## src/rtl/if_id_stage.sv

```systemverilog
// IF/ID pipeline register: holds the fetched instruction, its PC and PC+8, a fetch
// address exception code, a delay-slot tag and a saturating stall-cycle counter.
module if_id_stage #(
   parameter logic [31:0] PC_BASE  = 32'h0000_3000,
   parameter int unsigned IM_WORDS = 1024,
   parameter logic [4:0]  EXC_ADEL = 5'd4
) (
   input  logic        clk,
   input  logic        Reset,
   input  logic        stall,
   input  logic        flush,
   input  logic [31:0] Instr_F,
   input  logic [31:0] PC_F,
   input  logic [31:0] PC8_F,
   output logic [31:0] Instr_D,
   output logic [31:0] PC_D,
   output logic [31:0] PC8_D,
   output logic [4:0]  ExcCode_D,
   output logic        BD_D,
   output logic        Valid_D,
   output logic [31:0] StallCnt
);

   // Address of the last word in instruction memory; anything above it faults.
   localparam logic [31:0] PC_LAST = PC_BASE + 32'(4 * IM_WORDS) - 32'd4;

   logic        fetch_exc;
   logic        id_is_branch;
   logic [31:0] stall_cnt;

   assign fetch_exc = (PC_F[1:0] != 2'b00) || (PC_F < PC_BASE) || (PC_F > PC_LAST);
   assign StallCnt  = stall_cnt;

   // Branch/jump decode of the instruction currently held in ID (pre-update value).
   always_comb begin
      id_is_branch = 1'b0;
      unique case (Instr_D[31:26])
         6'b000001, 6'b000010, 6'b000011, 6'b000100,
         6'b000101, 6'b000110, 6'b000111:
            id_is_branch = 1'b1;
         6'b000000:
            id_is_branch = (Instr_D[5:0] == 6'b001000) || (Instr_D[5:0] == 6'b001001);
         default:
            id_is_branch = 1'b0;
      endcase
   end

   always_ff @(posedge clk) begin
      if (Reset) begin
         Instr_D   <= '0;
         PC_D      <= PC_BASE;
         PC8_D     <= PC_BASE + 32'd8;
         ExcCode_D <= '0;
         BD_D      <= 1'b0;
         Valid_D   <= 1'b0;
      end else if (flush) begin
         // PC still loads on a flush so the exception unit sees a usable EPC.
         Instr_D   <= '0;
         PC_D      <= PC_F;
         PC8_D     <= PC8_F;
         ExcCode_D <= '0;
         BD_D      <= 1'b0;
         Valid_D   <= 1'b0;
      end else if (!stall) begin
         Instr_D   <= fetch_exc ? '0 : Instr_F;
         PC_D      <= PC_F;
         PC8_D     <= PC8_F;
         ExcCode_D <= fetch_exc ? EXC_ADEL : '0;
         BD_D      <= Valid_D && id_is_branch;
         Valid_D   <= 1'b1;
      end
   end

   always_ff @(posedge clk) begin
      if (Reset)
         stall_cnt <= '0;
      else if (stall && !flush && (stall_cnt != '1))
         stall_cnt <= stall_cnt + 32'd1;
   end

endmodule

```

## config.mk

```make
export PLATFORM = sky130hd
export DESIGN_NAME = if_id_stage
export DESIGN_NICKNAME = d
export VERILOG_FILES = /design/src/rtl/if_id_stage.sv
export SDC_FILE = /design/constraint.sdc
export NUM_CORES = 1
export LEC_CHECK = 0
export CAP_MARGIN = 20
export CORE_MARGIN = 2
export CORE_UTILIZATION = 35
export CTS_CLUSTER_DIAMETER = 30
export DETAILED_ROUTE_END_ITERATION = 7
export PLACE_DENSITY = 0.69
export SLEW_MARGIN = 20
export SYNTH_ARGS = -nofsm -noshare
export SYNTH_HDL_FRONTEND = slang
export SYNTH_SLANG_ARGS = --single-unit
export TNS_END_PERCENT = 1
```

## constraint.sdc

```tcl
create_clock -name clk -period 2.33 [get_ports clk]
set_clock_uncertainty 0.15 [all_clocks]
set_input_delay 0.233 -clock clk [delete_from_list [all_inputs] [get_ports clk]]
set_output_delay 0.233 -clock clk [all_outputs]
set_load 0.02 [all_outputs]
```

==> metrics.md, run 1 <==
| Metric | Value |
|---|---|
| Buf/Inv on CP | `1` |
| Main combinational cell family by area after synthesis | `simple AND/OR/NAND/NOR gates` |
| Initial Util | `35.67%` |
| Pins Over Slew Limit | `0` |
| Detailed placement HPWL | `11390 um` |
| Worst-Margin Slew | `0.6621 ns` |
| Antenna-violating nets left | `0` |
| F_max | `0.4585 GHz` |
| Setup Crit Path Kind | `reg -> reg` |
| Total Wirelength | `15840 um` |
| Worst EP required | `2.46 ns` |
| Vias in the first global route | `5090` |
| Tmin final | `2.181 ns` |
| Final period util | `93.61%` |
| Final nets | `940` |
| FP Rows | `44` |
| DP Worst Slack | `0.05257 ns` |
| Commonest cells post-synth | `143 x nand2_1, 131 x dfxtp_1, 72 x a21oi_1` |
| DR vias | `5154` |
| Setup-failing EPs final | `0` |
| Synth Area in Compound Gates | `15.56%` |
| Status | `complete, no violations` |
| Seq cells post-synth | `131` |
| Adder-cell share of the synthesized area | `0.2432%` |
| Drt first pass iters | `4` |
| Synth Area in XOR/XNOR | `2.554%` |
| Die Area | `15690 um^2` |
| Pin count of the biggest net entering global routing | `56` |
| Critical Path AT | `2.31 ns` |
| Share of cells above drive strength 1 | `8.598%` |
| Mapped cell area | `5145 um^2` |
| Gr usage total | `20.19%` |
| Yosys top cell by area | `dfxtp_1` |
| Port bufs | `230` |
| VDD IR max | `0.4024 mV` |
| Postcts setup bufs | `0` |
| CTS Buf Count | `17` |
| CTS tree | `done` |
| Share of the synthesized area in the top cell type | `50.97%` |
| Relative slew slack | `55.86%` |
| Drt drc | `0` |
| Seq/Total Area, Yosys | `50.97%` |
| Count leader, synth | `nand2_1` |
| CP peak stage delay | `0.68 ns` |
| Post-synth EDFFs | `0` |
| Die width | `125.2 um` |
| Synthesized instance count | `607` |
| Area Overhead vs Synth | `61.53%` |
| DR WL/cell | `15.33 um` |
| Cell Chain, Critical Path | `ha_1 > inv_1 > or4_1 > a211oi_1 > xnor2_1 > nor2_1` |
| GPL Wtd Cong | `0.8100` |
| IO Pins | `235` |
| Initial antenna violation count | `0` |
| Hold Buf Count CTS | `0` |
| Max-cap viol count | `0` |
| Top Family by Delay on Critical Path | `simple AND/OR/NAND/NOR gates` |
| Slowest CP cell | `or4_1` |
| Clock latency on the worst-skew pair | `0.41 ns` |
| PnR worst setup slack | `0.1488 ns` |
| GRT Residual Overflow | `0` |
| Root Buffer | `clkbuf_16` |
| LEAKAGE | `3.095 nW` |
| Vias/cell | `4.989` |
| Core ar. | `14420 um^2` |
| CTS clk-pin slew, worst paths | `0.06 ns` |
| First-pass GRT wire length | `25630 um` |
| Synth unique cells | `47` |
| Startpoint types | `flop` |
| Synth Area in Simple Gates | `25.68%` |
| Ys async rst share | `0%` |
| CTS Buffer Depth | `2` |
| Avg Inst Size Synth | `8.476 um^2` |
| Predominant post-synthesis flop cell | `dfxtp_1` |
| CTS H-tree depth | `4` |
| Final hold vios | `0` |
| Synth area leaders | `dfxtp_1 51%, nand2_1 10%, a21oi_1 7.0%` |
| Ant diodes | `0` |
| Cell area power density | `681.0 nW/um^2` |
| Synth warnings | `0` |
| Hold/Removal Path Class | `in -> reg` |
| Multiplexer share of the synthesized area | `0.6323%` |
| Crit Path Max Fanout | `6` |
| Setup TNS | `0 ns` |
| CTS resizes | `0` |
| RSZ-0062 raised after global routing | `yes` |
| Reg2reg setup slack | `0.15 ns` |
| Crit path capture type | `flop` |
| Detailed router's first-iteration violation count | `273` |
| Sink Count | `131` |
| Die Span Y | `125.2 um` |
==> layout by cell type, fill, tap and decap left out, types with 3 or more instances in the layout <==
cell / count
xnor2_1: 5
nor4_4: 3
nor3_1: 4
nor2b_1: 5
or3_1: 10
nor4_1: 7
bufinv_16: 3
inv_1: 5
nand3_1: 4
clkbuf_16: 17
nand4_1: 10
buf_4: 24
a211oi_1: 3
or4_1: 6
a22oi_1: 32
nand2_1: 143
clkbuf_8: 4
xor2_1: 10
clkbuf_1: 3
nand4_2: 4
dfxtp_1: 131
nor2_1: 59
nand3b_1: 6
clkdlybuf4s50_1: 229
o21ai_0: 12
a21oi_1: 72
conb_1: 4
==> worst register-to-register path, cell delays in order, from the launching register on <==
cell and delay (ns):
dfxtp_1 0.39, ha_1 0.21, inv_1 0.12, or4_1 0.68, a211oi_1 0.31, xnor2_1 0.15
nor2_1 0.05
==> stage by stage <==
stage	total power (W)	std cells	instance area, um^2	util (%)	hold WS (ns)
2_1_floorplan	0.002655	610	5156	-	0.2040
3_3_place_gp	0.003018	1004	7710	53.45	0.2881
3_5_place_dp	0.003029	1004	7710	53.45	0.2920
4_1_cts	0.005723	1033	8302	57.56	0.1281
5_1_grt	0.005864	1033	8310	57.62	0.1534
6_report	0.005659	1033	8310	57.62	0.1429
==> layout make-up <==
| type | instances | area [um^2] |
|---|---|---|
| well taps | 184 | 230.2 |
| repair buffers | 255 | 2512 |
| inverters | 5 | 18.77 |
| fillers | 1258 | 6113 |
| multi-input cells | 429 | 2335 |
| flip-flops and latches | 131 | 2623 |
| clock buffers | 24 | 491.7 |
| clock inverters | 5 | 100.1 |
==> flip-flops by register name (all words and copies together) (netlist names) <==
register / count
Valid_D: 1
PC_D: 32
Instr_D: 32
PC8_D: 32
ExcCode_D: 1
StallCnt: 32
BD_D: 1
==> cell families after synthesis <==
group	after synthesis
simple gates	276
flops	131
compound gates	130
buf+inv	50
xor+xnor	15
mux	3
fa+ha+maj	1
other cells	1
==> layer usage <==
metal,vias to the layer above,global-route usage [%],wire length (um)
li1,2548,-,-
met1,2392,23.50,6553
met2,187,32.90,7479
met3,27,8.772,1447
met4,0,7.778,356
met5,-,0,0
==> report_power, final <==
group / internal, W / switching, W
Combinational: 0.000327 / 0.000298
Sequential: 0.00232 / 0.0000381
Clock: 0.00177 / 0.000906
==> final timing paths <==
| check | to | cells after the start | start |
|---|---|---|---|
| hold / removal | StallCnt[0]$_SDFFE_PP0P_ | 2 | Reset |
| hold reg to reg | PC_D[23]$_SDFFE_PP0N_ | 2 | PC_D[23]$_SDFFE_PP0N_ |
| setup reg to reg | StallCnt[16]$_SDFFE_PP0P_ | 6 | StallCnt[1]$_SDFFE_PP0P_ |
| setup / recovery | StallCnt[16]$_SDFFE_PP0P_ | 6 | StallCnt[1]$_SDFFE_PP0P_ |
Note: power is estimated with default switching activity, not from simulation.
==> run 2, diff against run 1 <==
--- a/config.mk
+++ b/config.mk
@@ -11,6 +11,7 @@
 export CTS_CLUSTER_DIAMETER = 30
 export DETAILED_ROUTE_END_ITERATION = 7
 export PLACE_DENSITY = 0.69
+export SETUP_SLACK_MARGIN = 0.4
 export SLEW_MARGIN = 20
 export SYNTH_ARGS = -nofsm -noshare
 export SYNTH_HDL_FRONTEND = slang
==> metrics.md, run 2 (synthesis results as in run 1) <==
| Metric | Value |
|---|---|
| Setup Crit Path Kind | `reg -> reg` |
| Detailed router's first-iteration violation count | `251` |
| GRT Residual Overflow | `0` |
| Detailed placement HPWL | `11460 um` |
| Tmin final | `1.993 ns` |
| Sink Count | `131` |
| Power Total | `0.005647 W` |
| Final nets | `948` |
| LEAKAGE | `3.180 nW` |
| Drt first pass iters | `4` |
| Sink of the worst hold path | `PC8_D[19]$_SDFFE_PP0N_` |
| Hold Startpoint | `PC8_F[19]` |
| Critical Path AT | `2.16 ns` |
| Finished Layout Cells | `1044` |
| Setup TNS | `0 ns` |
| Ant diodes | `0` |
| Post-route cell area | `8544 um^2` |
| GPL Wtd Cong | `0.8207` |
| F_max | `0.5019 GHz` |
| Vias in the first global route | `5330` |
| Final hold vios | `0` |
| Crit path capture type | `flop` |
| CTS Buffer Depth | `2` |
| CTS Buf Count | `17` |
| Startpoint types | `flop` |
| Relative slew slack | `55.44%` |
| Reg2reg setup slack | `0.34 ns` |
| Port bufs | `230` |
| Clock latency on the worst-skew pair | `0.42 ns` |
| CTS tree | `done` |
| # fillers | `1235` |
| Die Area | `15690 um^2` |
| Antenna-violating nets left | `0` |
| VDD IR max | `0.4075 mV` |
| Pin count of the biggest net entering global routing | `52` |
| Worst EP required | `2.50 ns` |
| DR vias | `5276` |
| Initial Util | `35.67%` |
| Drt drc | `0` |
| Gr usage total | `20.73%` |
| Final core occ | `59.24%` |
| Hold Path Cell Cnt | `3` |
| Vias/cell | `5.054` |
| Status | `complete, no violations` |
| Core ar. | `14420 um^2` |
| Placed cells | `998` |
| Most frequent cells in the layout | `229 x clkdlybuf4s50_1, 141 x nand2_1, 103 x dfxtp_1` |
| DR WL/cell | `15.51 um` |
| Area Overhead vs Synth | `66.07%` |
| CTS H-tree depth | `4` |
| Commonest non-fill, non-tap cell in the layout | `clkdlybuf4s50_1` |
| Final period util | `85.52%` |
| Pins Over Slew Limit | `0` |
| Reg-to-reg endpoint | `StallCnt[20]$_SDFFE_PP0P_` |
| Total Wirelength | `16190 um` |
| Worst-Margin Slew | `0.6685 ns` |
| Worst reg2reg startpoint | `StallCnt[5]$_SDFFE_PP0P_` |
| IO Pins | `235` |
| Area of placed instances | `7762 um^2` |
| RSZ-0062 raised after global routing | `yes` |
| Share of cells above drive strength 1 | `13.95%` |
| Crit Path Max Fanout | `7` |
| Die width | `125.2 um` |
| First-pass GRT wire length | `26540 um` |
| Root Buffer | `clkbuf_16` |
| Reg2reg path depth | `5` |
| Setup-failing EPs final | `0` |
| FP Rows | `44` |
| Hold/Removal Path Class | `in -> reg` |
| Cell area power density | `660.9 nW/um^2` |
| Max-cap viol count | `0` |
| Initial antenna violation count | `0` |
| Die Span Y | `125.2 um` |
| CTS clk-pin slew, worst paths | `0.06 ns` |
-- run 2: changes by cell type in the layout (fill, tap and decap cells not counted), moves of 3 or more --
cell        change
buf_4           +6
clkbuf_1        -3
clkinvlp_4      +3
dfxtp_1        -28
dfxtp_2        +13
dfxtp_4        +15
nand4_2         -4
nand4_4         +4
-- run 2: report_power, final --
part | switching, W | leakage, nW | total [W] | internal, W
combinational | 0.000301 | 1.80 | 0.000634 | 0.000333
sequential | 0.0000386 | 1.09 | 0.00234 | 0.00230
clock | 0.000985 | 0.294 | 0.00268 | 0.00169
total | 0.00132 | 3.18 | 0.00565 | 0.00432
-- run 2: worst max path at each step --
| stage | to | from | cells past startpoint |
|---|---|---|---|
| after floorplan | StallCnt[20]$_SDFFE_PP0P_ | StallCnt[0]$_SDFFE_PP0P_ | 7 |
| after global placement | StallCnt[18]$_SDFFE_PP0P_ | flush | 6 |
| after detailed placement | StallCnt[13]$_SDFFE_PP0P_ | flush | 7 |
| after CTS | StallCnt[13]$_SDFFE_PP0P_ | StallCnt[23]$_SDFFE_PP0P_ | 5 |
| after global routing | StallCnt[29]$_SDFFE_PP0P_ | StallCnt[12]$_SDFFE_PP0P_ | 6 |
| final | StallCnt[20]$_SDFFE_PP0P_ | StallCnt[5]$_SDFFE_PP0P_ | 5 |
-- run 2: final cells by class --
type	instances	area [um^2]	area share, %
clock buffer	20	478.0	5.594
sequential	131	2695	31.54
timing repair buffer	263	2579	30.18
clock inverter	12	126.4	1.479
inverter	5	18.77	0.2197
multi-input combinational	429	2417	28.29
tap	184	230.2	2.694
-- run 2: routing by layer --
metal / part of all wire, % / track usage [%] / vias up
met1: 42 / 24.52 / 2477
met3: 7.3 / 7.146 / 32
met4: 2.5 / 8.758 / 0
met5: 0 / 0 / -
met2: 48 / 34.34 / 194
li1: - / - / 2573
-- run 2: repair_timing --
item                                    in CTS  in global routing
hold buffers                                 1                  0
hold endpoints to repair                     8                  0
pin swaps                                    7                  0
endpoints found under the setup margin      22                 29
resized for setup                           13                  0
setup buffers                               13                  0
-- run 2: worst max-delay path: stages, from the launching register on --
cell and delay [ns]:
dfxtp_2 0.40, nand4_4 0.15, or4_4 0.57, nor3_1 0.28
nor2_1 0.08, a311oi_1 0.25
-- run 2: stage by stage --
stage | hold slack [ns] | worst slack (ns)
after floorplan | 0.2040 | 0.3642
after global placement | 0.2884 | 0.04020
after detailed placement | 0.2956 | -0.003953
after CTS | 0.2015 | 0.3712
after global routing | 0.2238 | 0.2349
final | 0.2181 | 0.3375
==> RTL change (settings of run 1) <==
Register the output `StallCnt` once more, with the module's reset; this adds one clock of latency there. The other outputs are not delayed to match.
--- a/src/rtl/if_id_stage.sv
+++ b/src/rtl/if_id_stage.sv
@@ -29,7 +29,13 @@
    logic [31:0] stall_cnt;
 
    assign fetch_exc = (PC_F[1:0] != 2'b00) || (PC_F < PC_BASE) || (PC_F > PC_LAST);
-   assign StallCnt  = stall_cnt;
+   always_ff @(posedge clk) begin
+      if (Reset) begin
+         StallCnt <= '0;
+      end else begin
+         StallCnt <= stall_cnt;
+      end
+   end
 
    // Branch/jump decode of the instruction currently held in ID (pre-update value).
    always_comb begin
Check against the original RTL: not equivalent (Yosys sat finds a counterexample within 4 cycles, from zero or initial values and one cycle with Reset high).
==> RTL change against run 1 <==
- synthesized area grew 14%
- clock power is essentially flat
- final area grew 9.8%
- synthesized cell count grew 11%
- sequential power grew 23%
- worst setup slack lost 0.060 ns
- die area grew 13%
- core utilization shrank 2.2 points
- total power grew 9.7%
- critical path depth shrank 1
- sequential cell count grew 32
- largest cell class unchanged
- wire length grew 3.9%
- highest routed layer unchanged
- count of clock-buffer cells in the layout is the same
==> RTL change: results (changes against run 1) <==
| Metric | Value |
|---|---|
| Crit path max fanout | `9 (was 6)` |
| Drt initial violations | `261 (was 273)` |
| Via count | `5,413 (was 5,154)` |
| Final hold slack | `0.140 ns (was 0.143 ns)` |
| Cells after Synth | `672 (was 607)` |
| Pleak | `3.39 nW (was 3.09 nW)` |
| CP Data Arrival Time | `2.41 ns (was 2.31 ns)` |
| Dpl hpwl | `11.4 mm (about the same)` |
| Top cells by area, synth | `dfxtp_1 56%, nand2_1 9.9%, a21oi_1 5.3% (was dfxtp_1 51%, nand2_1 10%, a21oi_1 7.0%)` |
| Global placer's final weighted congestion | `0.786 (was 0.810)` |
| Hold EP | `StallCnt[21]$_SDFF_PP0_ (was StallCnt[0]$_SDFFE_PP0P_)` |
| Inst Count DP | `1,111 (was 1,004)` |
| Max transition margin | `53.2% (was 55.9%)` |
| Placement Cell Area | `8540 µm² (was 7710 µm²)` |
| Reg-to-Reg Start | `stall_cnt[7]$_SDFFE_PP0P_ (was StallCnt[1]$_SDFFE_PP0P_)` |
| Final WL | `16.5 mm (was 15.8 mm)` |
| Reg-to-Reg End | `stall_cnt[27]$_SDFFE_PP0P_ (was StallCnt[16]$_SDFFE_PP0P_)` |
| First-pass GRT wire length | `25.8 mm (was 25.6 mm)` |
| Total GRT Usage | `18.2% (was 20.2%)` |
| Cells on worst reg2reg path | `5 (was 6)` |
| Vias in the first global route | `5,109 (was 5,090)` |
| Area used by multi-input combinational logic | `2420 µm² (was 2330 µm²)` |
| Worst Hold Path Cells | `3 (was 2)` |
| Post-synth top cells | `163 x dfxtp_1, 154 x nand2_1, 63 x nor2_1 (was 143 x nand2_1, 131 x dfxtp_1, 72 x a21oi_1)` |
| Peak supply drop | `0.000477 V (was 0.000402 V)` |
| Sequential area share after synthesis | `55.8% (was 51.0%)` |
| FMAX | `446 MHz (was 458 MHz)` |
| Layout Nets | `1,011 (was 940)` |
| Share of cells above drive strength 1 | `8.35% (was 8.60%)` |
| Status | `completed (unchanged)` |
| Filler Cells Inserted | `1,531 (was 1,258)` |
[RTL change: cell count changes after synthesis, moves of 4 or more]
| cell | run 1 | this run |
|---|---|---|
| a21oi_1 | 72 | 62 |
| dfxtp_1 | 131 | 163 |
| mux2_2 | 0 | 7 |
| nand2_1 | 143 | 154 |
| nand3_1 | 4 | 13 |
| nor2b_1 | 6 | 32 |
| nor3_1 | 4 | 9 |
| nor4_1 | 7 | 12 |
| or3_1 | 10 | 2 |
| or4_1 | 7 | 11 |
| xnor2_1 | 5 | 12 |
| xor2_1 | 10 | 2 |
[RTL change: final cells by class]
type                    instances  share of cell area (%)
clock inverters                 7                   0.823
repair buffers                263                    28.3
well taps                     220                    3.02
flip-flops and latches        163                    35.8
multi-input cells             461                    26.5
inverters                       4                   0.165
clock buffers                  24                    5.39
[RTL change: what timing repair did]
item | CTS | global route
endpoints found under the setup margin | 1 | 6
resized for setup | 0 | 3
pin swaps | 1 | 0
hold buffers | 0 | 0
setup buffers | 0 | 0
[RTL change: logic make-up (layout without fill, tap and decap cells)]
logic type	count (synthesis)	count (layout)	synth area share [%]
and+or+nand+nor	322	322	25.4
DFF	163	163	55.8
AOI/OAI and AO/OA	112	112	11.3
buffers and inverters	51	298	3.58
xor gates and xnor gates	14	14	2.10
muxes	8	8	1.52
adders and majority gates	1	1	0.214
other	1	4	0.0642
[RTL change: critical path: cells and delay by family, from the launching register on]
family	cells	cell delay, ns
mux	1	0.35
compound gates	1	0.41
flops	1	0.34
simple gates	3	0.88
[RTL change: power by group]
part / internal [mW] / switching (mW) / total [mW]
logic: 0.328 / 0.301 / 0.628
clock network: 1.58 / 1.10 / 2.68
registers: 2.86 / 0.0362 / 2.90
[RTL change: metal layers]
layer  up-vias  global-route usage (%)  share of wire, %
met5         -                       0                 0
met4         0                    8.45               2.6
met3        29                    4.45               5.7
met2       176                    29.6                46
met1      2471                    22.9                45
li1       2737                       -                 -
[RTL change: how the worst max path moves through the flow]
stage,from,end,cells after the start
after floorplan,stall_cnt[5]$_SDFFE_PP0P_,stall_cnt[28]$_SDFFE_PP0P_,5
after global placement,flush,stall_cnt[27]$_SDFFE_PP0P_,6
after detailed placement,flush,stall_cnt[27]$_SDFFE_PP0P_,6
after CTS,stall_cnt[19]$_SDFFE_PP0P_,stall_cnt[1]$_SDFFE_PP0P_,7
after global routing,stall_cnt[7]$_SDFFE_PP0P_,stall_cnt[27]$_SDFFE_PP0P_,5
final,stall_cnt[7]$_SDFFE_PP0P_,stall_cnt[27]$_SDFFE_PP0P_,5
